$ cat config.mk
export PLATFORM = sky130hd
export DESIGN_NAME = alu_req_scheduler
export DESIGN_NICKNAME = d
export VERILOG_FILES = /design/src/rtl/alu_ctrl_pkg.sv /design/src/rtl/rr_arbiter.sv /design/src/rtl/alu_req_scheduler.sv
export SDC_FILE = /design/constraint.sdc
export NUM_CORES = 1
export LEC_CHECK = 0
export ABC_CLOCK_PERIOD_IN_PS = 1600
export CAP_MARGIN = 20
export CORE_ASPECT_RATIO = 1.25
export CORE_UTILIZATION = 39
export CTS_CLUSTER_SIZE = 14
export DETAILED_ROUTE_END_ITERATION = 16
export HOLD_SLACK_MARGIN = 0.02
export PLACE_DENSITY = 0.8
export SYNTH_ARGS = -nofsm -noshare
export SYNTH_HDL_FRONTEND = slang
export SYNTH_SLANG_ARGS = --single-unit
$ cat constraint.sdc
create_clock -name clk -period 1.6 [get_ports clk]
set_clock_uncertainty 0.1 [all_clocks]
set_input_delay 0.16 -clock clk [delete_from_list [all_inputs] [get_ports clk]]
set_output_delay 0.16 -clock clk [all_outputs]
set_load 0.05 [all_outputs]
$ cat src/rtl/alu_ctrl_pkg.sv
// Shared definitions for the ALU request scheduler: opcode encodings, FSM
// state encoding, fixed ALU widths, op/response payload structs and a helper
// that tells which opcodes produce a meaningful carry.
package alu_ctrl_pkg;

    localparam int unsigned ALU_OP_W   = 3;
    localparam int unsigned ALU_DATA_W = 8;
    localparam int unsigned ALU_RES_W  = 16;

    localparam logic [ALU_OP_W-1:0] OP_ADD  = 3'b000;
    localparam logic [ALU_OP_W-1:0] OP_SUB  = 3'b001;
    localparam logic [ALU_OP_W-1:0] OP_MUL  = 3'b010;
    localparam logic [ALU_OP_W-1:0] OP_AND  = 3'b011;
    localparam logic [ALU_OP_W-1:0] OP_OR   = 3'b100;
    localparam logic [ALU_OP_W-1:0] OP_NAND = 3'b101;
    localparam logic [ALU_OP_W-1:0] OP_NOR  = 3'b110;
    localparam logic [ALU_OP_W-1:0] OP_XOR  = 3'b111;

    typedef enum logic [1:0] {
        ST_IDLE = 2'd0,
        ST_EXEC = 2'd1,
        ST_RESP = 2'd2
    } state_t;

    // Operation as presented to the ALU inputs
    typedef struct packed {
        logic [ALU_OP_W-1:0]   op;
        logic [ALU_DATA_W-1:0] a;
        logic [ALU_DATA_W-1:0] b;
    } alu_req_t;

    // Captured ALU response returned to the requester
    typedef struct packed {
        logic [ALU_RES_W-1:0] result;
        logic                 carry;
        logic                 zero;
    } alu_rsp_t;

    // The ALU only updates its carry flag on ADD/SUB; other ops leave it stale
    function automatic logic op_has_carry(input logic [ALU_OP_W-1:0] op);
        return (op == OP_ADD) || (op == OP_SUB);
    endfunction

endpackage

$ cat src/rtl/rr_arbiter.sv
// Round-robin arbiter.
//  clk, rst_n : clock, async active-low reset (pointer -> requester 0)
//  req        : request vector
//  advance    : move pointer to adv_idx+1 (wrapping) at the next edge
//  adv_idx    : index the pointer advances past
//  grant      : one-hot winner among req, starting search at the pointer
//  grant_idx  : binary index of grant (0 when nothing requested)
module rr_arbiter #(
    parameter int unsigned NUM_REQ = 2,
    parameter int unsigned IDX_W   = (NUM_REQ > 1) ? $clog2(NUM_REQ) : 1
) (
    input  logic               clk,
    input  logic               rst_n,
    input  logic [NUM_REQ-1:0] req,
    input  logic               advance,
    input  logic [IDX_W-1:0]   adv_idx,
    output logic [NUM_REQ-1:0] grant,
    output logic [IDX_W-1:0]   grant_idx
);

    logic [IDX_W-1:0] ptr_q;
    logic [IDX_W-1:0] ptr_d;
    logic             found;

    // Priority pointer register
    always_ff @(posedge clk or negedge rst_n) begin
        if (!rst_n) begin
            ptr_q <= '0;
        end else begin
            ptr_q <= ptr_d;
        end
    end

    // Pointer moves just past the requester that was served
    always_comb begin
        ptr_d = ptr_q;
        if (advance) begin
            ptr_d = (adv_idx == IDX_W'(NUM_REQ - 1)) ? '0 : adv_idx + 1'b1;
        end
    end

    // First active request at or after the pointer, wrapping around
    always_comb begin
        grant     = '0;
        grant_idx = '0;
        found     = 1'b0;
        for (int unsigned k = 0; k < NUM_REQ; k++) begin
            int unsigned j;
            j = 32'(ptr_q) + k;
            if (j >= NUM_REQ) begin
                j = j - NUM_REQ;
            end
            if (!found && req[IDX_W'(j)]) begin
                found              = 1'b1;
                grant[IDX_W'(j)]   = 1'b1;
                grant_idx          = IDX_W'(j);
            end
        end
    end

endmodule

$ cat src/rtl/alu_req_scheduler.sv
// Shares one combinational ALU among NUM_REQ requesters. A round-robin
// winner's op is registered onto the ALU inputs, the result and flags are
// captured one cycle later and returned over a per-requester valid/ready.
//  clk, rst_n          : clock, async active-low reset
//  req_valid/req_ready : op request handshake (req_ready one-hot or zero)
//  req_op/req_a/req_b  : per-requester opcode and operands, slice i
//  rsp_valid/rsp_ready : response handshake, rsp_valid one-hot to grantee
//  rsp_result/carry/zero : response payload
//  alu_operation/alu_operand_A/alu_operand_B : registered ALU inputs
//  alu_result/alu_carry_flag/alu_zero_flag   : ALU outputs
//  busy                : high whenever an op is in flight
module alu_req_scheduler
    import alu_ctrl_pkg::*;
#(
    parameter int unsigned NUM_REQ = 2,
    parameter int unsigned DATA_W  = ALU_DATA_W,
    parameter int unsigned RES_W   = ALU_RES_W
) (
    input  logic                      clk,
    input  logic                      rst_n,
    input  logic [NUM_REQ-1:0]        req_valid,
    output logic [NUM_REQ-1:0]        req_ready,
    input  logic [3*NUM_REQ-1:0]      req_op,
    input  logic [DATA_W*NUM_REQ-1:0] req_a,
    input  logic [DATA_W*NUM_REQ-1:0] req_b,
    output logic [NUM_REQ-1:0]        rsp_valid,
    input  logic [NUM_REQ-1:0]        rsp_ready,
    output logic [RES_W-1:0]          rsp_result,
    output logic                      rsp_carry,
    output logic                      rsp_zero,
    output logic [2:0]                alu_operation,
    output logic [DATA_W-1:0]         alu_operand_A,
    output logic [DATA_W-1:0]         alu_operand_B,
    input  logic [RES_W-1:0]          alu_result,
    input  logic                      alu_carry_flag,
    input  logic                      alu_zero_flag,
    output logic                      busy
);

    localparam int unsigned IDX_W = (NUM_REQ > 1) ? $clog2(NUM_REQ) : 1;

    state_t              state_q, state_d;
    logic [IDX_W-1:0]    grant_q, grant_d;
    alu_req_t            issue_q, issue_d;
    alu_rsp_t            rsp_q, rsp_d;
    logic [NUM_REQ-1:0]  rsp_valid_q, rsp_valid_d;
    logic                busy_q, busy_d;

    logic [NUM_REQ-1:0]  arb_grant;
    logic [IDX_W-1:0]    arb_idx;
    logic                advance;
    alu_req_t            sel;

    rr_arbiter #(
        .NUM_REQ (NUM_REQ),
        .IDX_W   (IDX_W)
    ) u_arb (
        .clk       (clk),
        .rst_n     (rst_n),
        .req       (req_valid),
        .advance   (advance),
        .adv_idx   (grant_q),
        .grant     (arb_grant),
        .grant_idx (arb_idx)
    );

    // Accept is only offered while idle
    assign req_ready = (state_q == ST_IDLE) ? arb_grant : '0;

    // Payload of the current arbitration winner
    always_comb begin
        sel = '0;
        for (int unsigned i = 0; i < NUM_REQ; i++) begin
            if (arb_idx == IDX_W'(i)) begin
                sel.op = ALU_OP_W'(req_op[ALU_OP_W*i +: ALU_OP_W]);
                sel.a  = ALU_DATA_W'(req_a[DATA_W*i +: DATA_W]);
                sel.b  = ALU_DATA_W'(req_b[DATA_W*i +: DATA_W]);
            end
        end
    end

    // State, ALU input, response and grant registers
    always_ff @(posedge clk or negedge rst_n) begin
        if (!rst_n) begin
            state_q     <= ST_IDLE;
            grant_q     <= '0;
            issue_q     <= '0;
            rsp_q       <= '0;
            rsp_valid_q <= '0;
            busy_q      <= 1'b0;
        end else begin
            state_q     <= state_d;
            grant_q     <= grant_d;
            issue_q     <= issue_d;
            rsp_q       <= rsp_d;
            rsp_valid_q <= rsp_valid_d;
            busy_q      <= busy_d;
        end
    end

    // Next-state and register update logic
    always_comb begin
        state_d     = state_q;
        grant_d     = grant_q;
        issue_d     = issue_q;
        rsp_d       = rsp_q;
        rsp_valid_d = rsp_valid_q;
        advance     = 1'b0;

        case (state_q)
            ST_IDLE: begin
                if (|arb_grant) begin
                    issue_d = sel;
                    grant_d = arb_idx;
                    state_d = ST_EXEC;
                end
            end
            ST_EXEC: begin
                // Carry is only meaningful for ADD/SUB; mask the stale flag otherwise
                rsp_d.result = ALU_RES_W'(alu_result);
                rsp_d.carry  = op_has_carry(issue_q.op) ? alu_carry_flag : 1'b0;
                rsp_d.zero   = alu_zero_flag;
                rsp_valid_d  = NUM_REQ'(1) << grant_q;
                state_d      = ST_RESP;
            end
            ST_RESP: begin
                if (rsp_ready[grant_q]) begin
                    rsp_valid_d = '0;
                    advance     = 1'b1;
                    state_d     = ST_IDLE;
                end
            end
            default: begin
                rsp_valid_d = '0;
                state_d     = ST_IDLE;
            end
        endcase

        busy_d = (state_d != ST_IDLE);
    end

    assign rsp_valid     = rsp_valid_q;
    assign rsp_result    = RES_W'(rsp_q.result);
    assign rsp_carry     = rsp_q.carry;
    assign rsp_zero      = rsp_q.zero;
    assign alu_operation = issue_q.op;
    assign alu_operand_A = DATA_W'(issue_q.a);
    assign alu_operand_B = DATA_W'(issue_q.b);
    assign busy          = busy_q;

endmodule

Word-level counts from Yosys, hierarchy flattened
Cells that the tools add are included.
{"block": "totals", "ff_bits": 44, "input_bits": 62, "output_inout_bits": 42, "wordCells": 68}
{"block": "op_classes", "addsub": 4, "n_lt_le_gt_ge": 7, "eq_ne": 4, "n_shift": 1, "n_mux": 28, "n_bitwise": 2, "reduce_logical": 11}
{"operator": "2-to-1 mux 19 bit", "n": 1}
{"operator": "2-to-1 mux 1 bit", "n": 17}
{"operator": "2-to-1 mux 2 bit", "n": 6}
{"operator": "case mux 2 bit (3 select lines)", "n": 2}
{"operator": "< comparator 1 x 2 -> 1 bit (second input constant)", "n": 3}
{"operator": "AND reduction 2 bit", "n": 2}
{"operator": "== test 3 x 1 -> 1 bit (second input constant)", "n": 1}
{"operator": "logical AND 1 bit", "n": 3}
{"operator": "logical NOT 3 bit", "n": 1}
{"operator": "adder 1 x 1 -> 2 bit (second input constant)", "n": 1}
{"operator": "demux 1 bit (select 1 bit)", "n": 2}
{"operator": "== test 2 x 1 -> 1 bit (second input constant)", "n": 1}
{"operator": "== test 2 bit (second input constant)", "n": 1}
{"operator": ">= comparator 1 bit (second input constant)", "n": 2}
{"operator": ">= comparator 1 x 2 -> 1 bit (second input constant)", "n": 1}
{"operator": ">= comparator 2 bit (second input constant)", "n": 1}
{"operator": "logical NOT 2 bit", "n": 1}
{"operator": "!= test 2 bit (second input constant)", "n": 1}
{"operator": "bitwise OR 2 bit", "n": 1}
{"operator": "nonzero test 2 bit", "n": 1}
{"operator": "OR reduction 2 bit", "n": 1}
{"operator": "left shift 1 x 1 -> 2 bit (first input constant)", "n": 1}
{"operator": "subtractor 1 bit (second input constant)", "n": 2}
{"operator": "adder 1 bit (second input constant)", "n": 1}
{"operator": "3 further kinds", "n": 3}

Depth between registers and ports, before layout
Gate-level depths: netlist of the first run.
{"block": "logic_depth", "word_depth": 13, "mapped_depth": 5, "ltp_nobuf": 3}

By module
From an unflattened synthesis of the first run, not the netlist that was laid out.
{"block": "hier_totals", "cells_unflattened": 130, "hier_area_um2": 2049.5}
{"mod": "alu_req_scheduler", "instances": 1, "cells_per_inst": 124, "area_per_inst_um2": 1988.2, "seq_area_each_um2": 1076.0}
{"mod": "rr_arbiter", "instances": 1, "cells_per_inst": 6, "area_per_inst_um2": 61.3, "seq_area_each_um2": 25.0}

Worst setup path after synthesis of the first run
No wires, ideal clock.
{"block": "synth_path", "kind": "flip-flop to flip-flop", "from": "register state_q[0]", "to": "register grant_q", "setup_time_ns": 0.139, "arrival_ns": 1.363, "t_required_ns": 1.361, "slack_ns": -0.002, "path_stages_with_launch": 5, "path_buffers": 1, "period_less_slack_ns": 1.602, "path_cell_list": "dfrtp_1 nor2_1 buf_2 and3_1 o21bai_1"}
{"block": "synth_between", "elab_chain_cells": 2}
{"element": "from (decl)", "line": "alu_req_scheduler.sv:42", "text": "state_t state_q, state_d;"}
{"element": "from (signal assigned)", "line": "alu_req_scheduler.sv:92", "text": "state_q <= state_d;"}
{"element": "logical NOT 2 bit", "line": "alu_req_scheduler.sv:110", "text": "case (state_q)"}
{"element": "AND reduction 2 bit (no line)"}
{"element": "to (signal assigned)", "line": "alu_req_scheduler.sv:93", "text": "grant_q <= grant_d;"}
{"element": "to (decl)", "line": "alu_req_scheduler.sv:43", "text": "logic [IDX_W-1:0] grant_q, grant_d;"}
Every way passes these cells.
A chain may end at the register's enable or synchronous reset.

Worst setup path after layout of the first run
{"block": "layout_path", "from": "register state_q[1]", "to": "output port req_ready[0]"}
{"block": "layout_between", "elab_chain_cells": 2}
{"element": "logical NOT 2 bit", "line": "alu_req_scheduler.sv:68", "text": "assign req_ready = (state_q == ST_IDLE) ? arb_grant : '0;"}
{"element": "2-to-1 mux 2 bit", "line": "alu_req_scheduler.sv:68"}
{"element": "to (decl)", "line": "alu_req_scheduler.sv:22", "text": "output logic [NUM_REQ-1:0] req_ready,"}
Every way passes these cells.

==> results of run 1 <==
==> synth_stat cells <==
library cell	number
dfrtp_1	44
a31oi_1	20
a21oi_1	19
nand3_1	19
o21ai_0	19
mux2_2	17
buf_2	5
buf_6	4
buf_4	3
clkbuf_1	3
inv_1	3
nand2b_1	3
and3_1	2
mux2i_1	2
nor2_1	2
o21ai_1	2
o2bb2ai_1	2
or2_1	2
a22o_1	1
and2_4	1
inv_2	1
mux2_1	1
nand2_1	1
nor2b_1	1
nor3_1	1
o21ai_2	1
o21bai_1	1
==> cells in the final DEF (no fill, tap or decap), types with 2 or more instances in the layout <==
cell / synthesis / layout
buf_4: 3 / 52
a21oi_1: 19 / 19
clkbuf_8: 0 / 7
nand2b_1: 3 / 2
mux2_2: 17 / 17
or2_1: 2 / 2
o21ai_0: 19 / 19
buf_12: 0 / 5
a31oi_1: 20 / 20
inv_1: 3 / 3
dfrtp_1: 44 / 43
nand3_1: 19 / 19
clkdlybuf4s50_1: 0 / 60
o21ai_1: 2 / 2
mux2i_1: 2 / 2
o2bb2ai_1: 2 / 2
==> cells by family (layout without fill, tap and decap cells) <==
family / after synthesis / count (layout)
muxes: 20 / 20
AOI/OAI and AO/OA: 65 / 65
buffers and inverters: 19 / 131
and+or+nand+nor: 32 / 32
DFF: 44 / 44
==> routing by layer <==
metal / global-route usage [%] / vias to the layer above
li1: - / 880
met1: 22.1 / 881
met5: 0 / -
met3: 4.72 / 12
met4: 7.83 / 0
met2: 35.7 / 83
==> power groups by stage <==
stage	logic (mW)	clock network, mW	registers [mW]
floorplan	1.26	0	3.81
global placement	4.48	0	2.03
detailed placement	4.56	0	2.05
CTS	4.59	0.743	2.05
global route	4.87	0.788	2.11
finish	4.62	0.722	2.04
==> what timing repair did <==
action / CTS / global route
endpoints found under the setup margin: 2 / 2
endpoints found under the hold margin: 19 / 0
setup buffers: 0 / 2
gates cloned: 0 / 0
resized for setup: 3 / 3
hold buffers: 1 / 0
pin swaps: 0 / 1
==> stage by stage <==
stage / setup TNS [ns] / cells / utilization (%) / worst slack (ns) / hold slack, ns
CTS: 0 / 350 / 65.9 / 0.00211 / 0.256
global placement: 0 / 342 / 63.4 / 0.0184 / 0.0334
floorplan: 0 / 180 / - / 0.0962 / -0.236
global route: -0.0131 / 352 / 66.4 / -0.0131 / 0.293
finish: 0 / 352 / 66.4 / 0.0297 / 0.258
detailed placement: 0 / 342 / 63.4 / 0.000677 / 0.0349
==> worst min-delay path by stage <==
stage | start | to | depth (start not counted)
3_3_place_gp | rst_n | rsp_result[0] | 1
6_report | rst_n | alu_operand_A[1] | 2
2_1_floorplan | rst_n | alu_operand_A[0] | 0
5_1_grt | rst_n | alu_operand_B[2] | 2
3_5_place_dp | rst_n | rsp_result[0] | 1
4_1_cts | rst_n | alu_operand_B[0] | 2
==> registers in the layout, summed over array words and instances (netlist names), 2 cells and up <==
name	count
rsp_valid	2
rsp_result	16
state_q	2
alu_operand_B	8
alu_operation	3
alu_operand_A	8
==> final cells by class <==
cell class / count / area (µm²)
clock buffers: 7 / 96.3
fillers: 395 / 1610
inverters: 4 / 15.0
multi-input cells: 117 / 782
flip-flops and latches: 44 / 1100
well taps: 60 / 75.1
repair buffers: 120 / 1120
==> results.py, run 1 <==
metrics = {
    "outcome": {
        "status": "completed",
    },
    "yosys": {
        "synthAdderAreaFrac_pct": 0,
        "synth_top_family_by_area": "compound AO/OA/AOI/OAI gates",
        "synthSimpleGateAreaFrac_pct": 8.59,
        "yosys.area.top_type": "dfrtp_1",
        "ys_ff_latch": 44,
        "synth_xor_xnor_area_share_pct": 0,
        "synth_nets": 242,
        "synth_compound_area_share_pct": 18.6,
        "synth.area.mux_share_pct": 11.2,
        "synthDistinctLibCells": 27,
        "syn_avg_cell_area_um2": 11.0,
        "synth.cell_area_mm2": 0.00198,
        "synth_top_area_share_pct": 55.6,
        "netlist_top_cells_area": "dfrtp_1, mux2_2, a31oi_1",
        "ys_warn_count": 0,
        "yosysSeqAreaShare_pct": 55.6,
        "synthCells": 180,
    },
    "route": {
        "vias_per_cell": 5.27,
        "drc": 0,
        "routedLengthMet1_mm": 1.94,
        "detail-route-antenna-nets": 0,
        "dr.first_iter.drc_count": 66,
        "wl_met3_um": 321,
        "met2_length_mm": 2.71,
        "dr.pass1.iters": 6,
        "top_layer": "met4",
        "vias": 1856,
        "wl_mm": 5.11,
        "wl_per_cell_um": 14.5,
    },
    "timing": {
        "clock.fmax_ghz": 0.637,
        "setup_viol": 0,
        "relSlewSlack_pct": 68.3,
        "hold_viol_final": 0,
        "slew_viol_final": 0,
        "worstMarginPinSlew_ns": 0.475,
        "min_period_ns": 1.57,
        "timing.final.crit_share_pct": 98.1,
    },
    "power": {
        "leakage_nw": 1.37,
        "intPower_mw": 3.78,
        "netSwitchingFraction_pct": 48.8,
        "irDropWorstVdd_uv": 1130,
        "p_total_mw": 7.38,
        "p_sw_mw": 3.60,
        "comb_power_share_pct": 62.6,
        "p_seq_share_pct": 27.6,
        "power_density_mw_per_mm2": 2320,
        "pwr-share-clk_pct": 9.8,
    },
    "clock_network": {
        "cts-root-buf": "clkbuf_8",
        "insertion_delay_ns": 0.29,
        "cts_sinks": 44,
        "h-tree-depth": 2,
        "clk_pin_slew_ns": 0.08,
        "cts_inserted_buffers": 5,
        "clockBufferDepth": 2,
        "cts_tree": "yes",
    },
    "layout": {
        "drive_gt1_share_pct": 31.2,
        "fin_nets": 354,
        "fin_area_mm2": 0.00319,
        "antennaDiodeCount": 0,
        "areaGrowthSynthToFinish_pct": 61.0,
    },
    "die": {
        "fp.dieH_um": 81.7,
        "coreArea_mm2": 0.00480,
        "die-area_mm2": 0.00537,
        "num_rows": 28,
        "die-width_um": 65.7,
        "ios": 104,
        "start_util_pct": 41.3,
    },
    "critical_path": {
        "reg2reg_slack_ns": 0.13,
        "critPathTopFamily": "flip-flops",
        "slowest_delay_ns": 0.43,
        "crit_arrival_ns": 1.31,
        "worstSetupEndpointType": "output pin",
        "crit_fanout": 6,
        "r2r-start": "state_q[1]",
        "crit_required_ns": 1.34,
        "critical_path.startpoint": "state_q[1]",
        "setup.worst_path.start_class": "register",
        "cp_slowest_cell": "dfrtp_2",
        "r2r-end": "rsp_result[15]",
        "worstSetupPathType": "reg2out",
        "worstPathCellList": "nor2_4, and3_2, buf_12",
        "critical_path_buf_inv_count": 1,
        "setup.worst_path.end": "req_ready[0]",
        "path_depth": 3,
        "ff2ff_path_depth": 4,
    },
    "global_route": {
        "grt_pass1_vias": 1815,
        "grt_max_degree": 26,
        "globalRoute.totalOverflow": 0,
        "grt_pass1_wl_mm": 8.05,
        "antenna_found_initial": 0,
        "track_usage_pct": 19.8,
    },
    "run": {
        "maxCapViolations": 0,
    },
    "place": {
        "io_buffers": 103,
        "placed_area_mm2": 0.00304,
        "dp_hpwl_mm": 3.91,
        "gp_congestion": 0.755,
    },
    "hold_path": {
        "hp-class": "in2async",
    },
}
Note: power is estimated with default switching activity, not from simulation.
==> run 2, diff against run 1 <==
--- a/config.mk
+++ b/config.mk
@@ -9,6 +9,7 @@
 export CAP_MARGIN = 20
 export CORE_ASPECT_RATIO = 1.25
 export CORE_UTILIZATION = 39
+export CTS_CLUSTER_DIAMETER = 50
 export CTS_CLUSTER_SIZE = 14
 export DETAILED_ROUTE_END_ITERATION = 16
 export HOLD_SLACK_MARGIN = 0.02
==> results of run 2 <==
The final DEF is identical to that of run 1; final timing and power are the same.
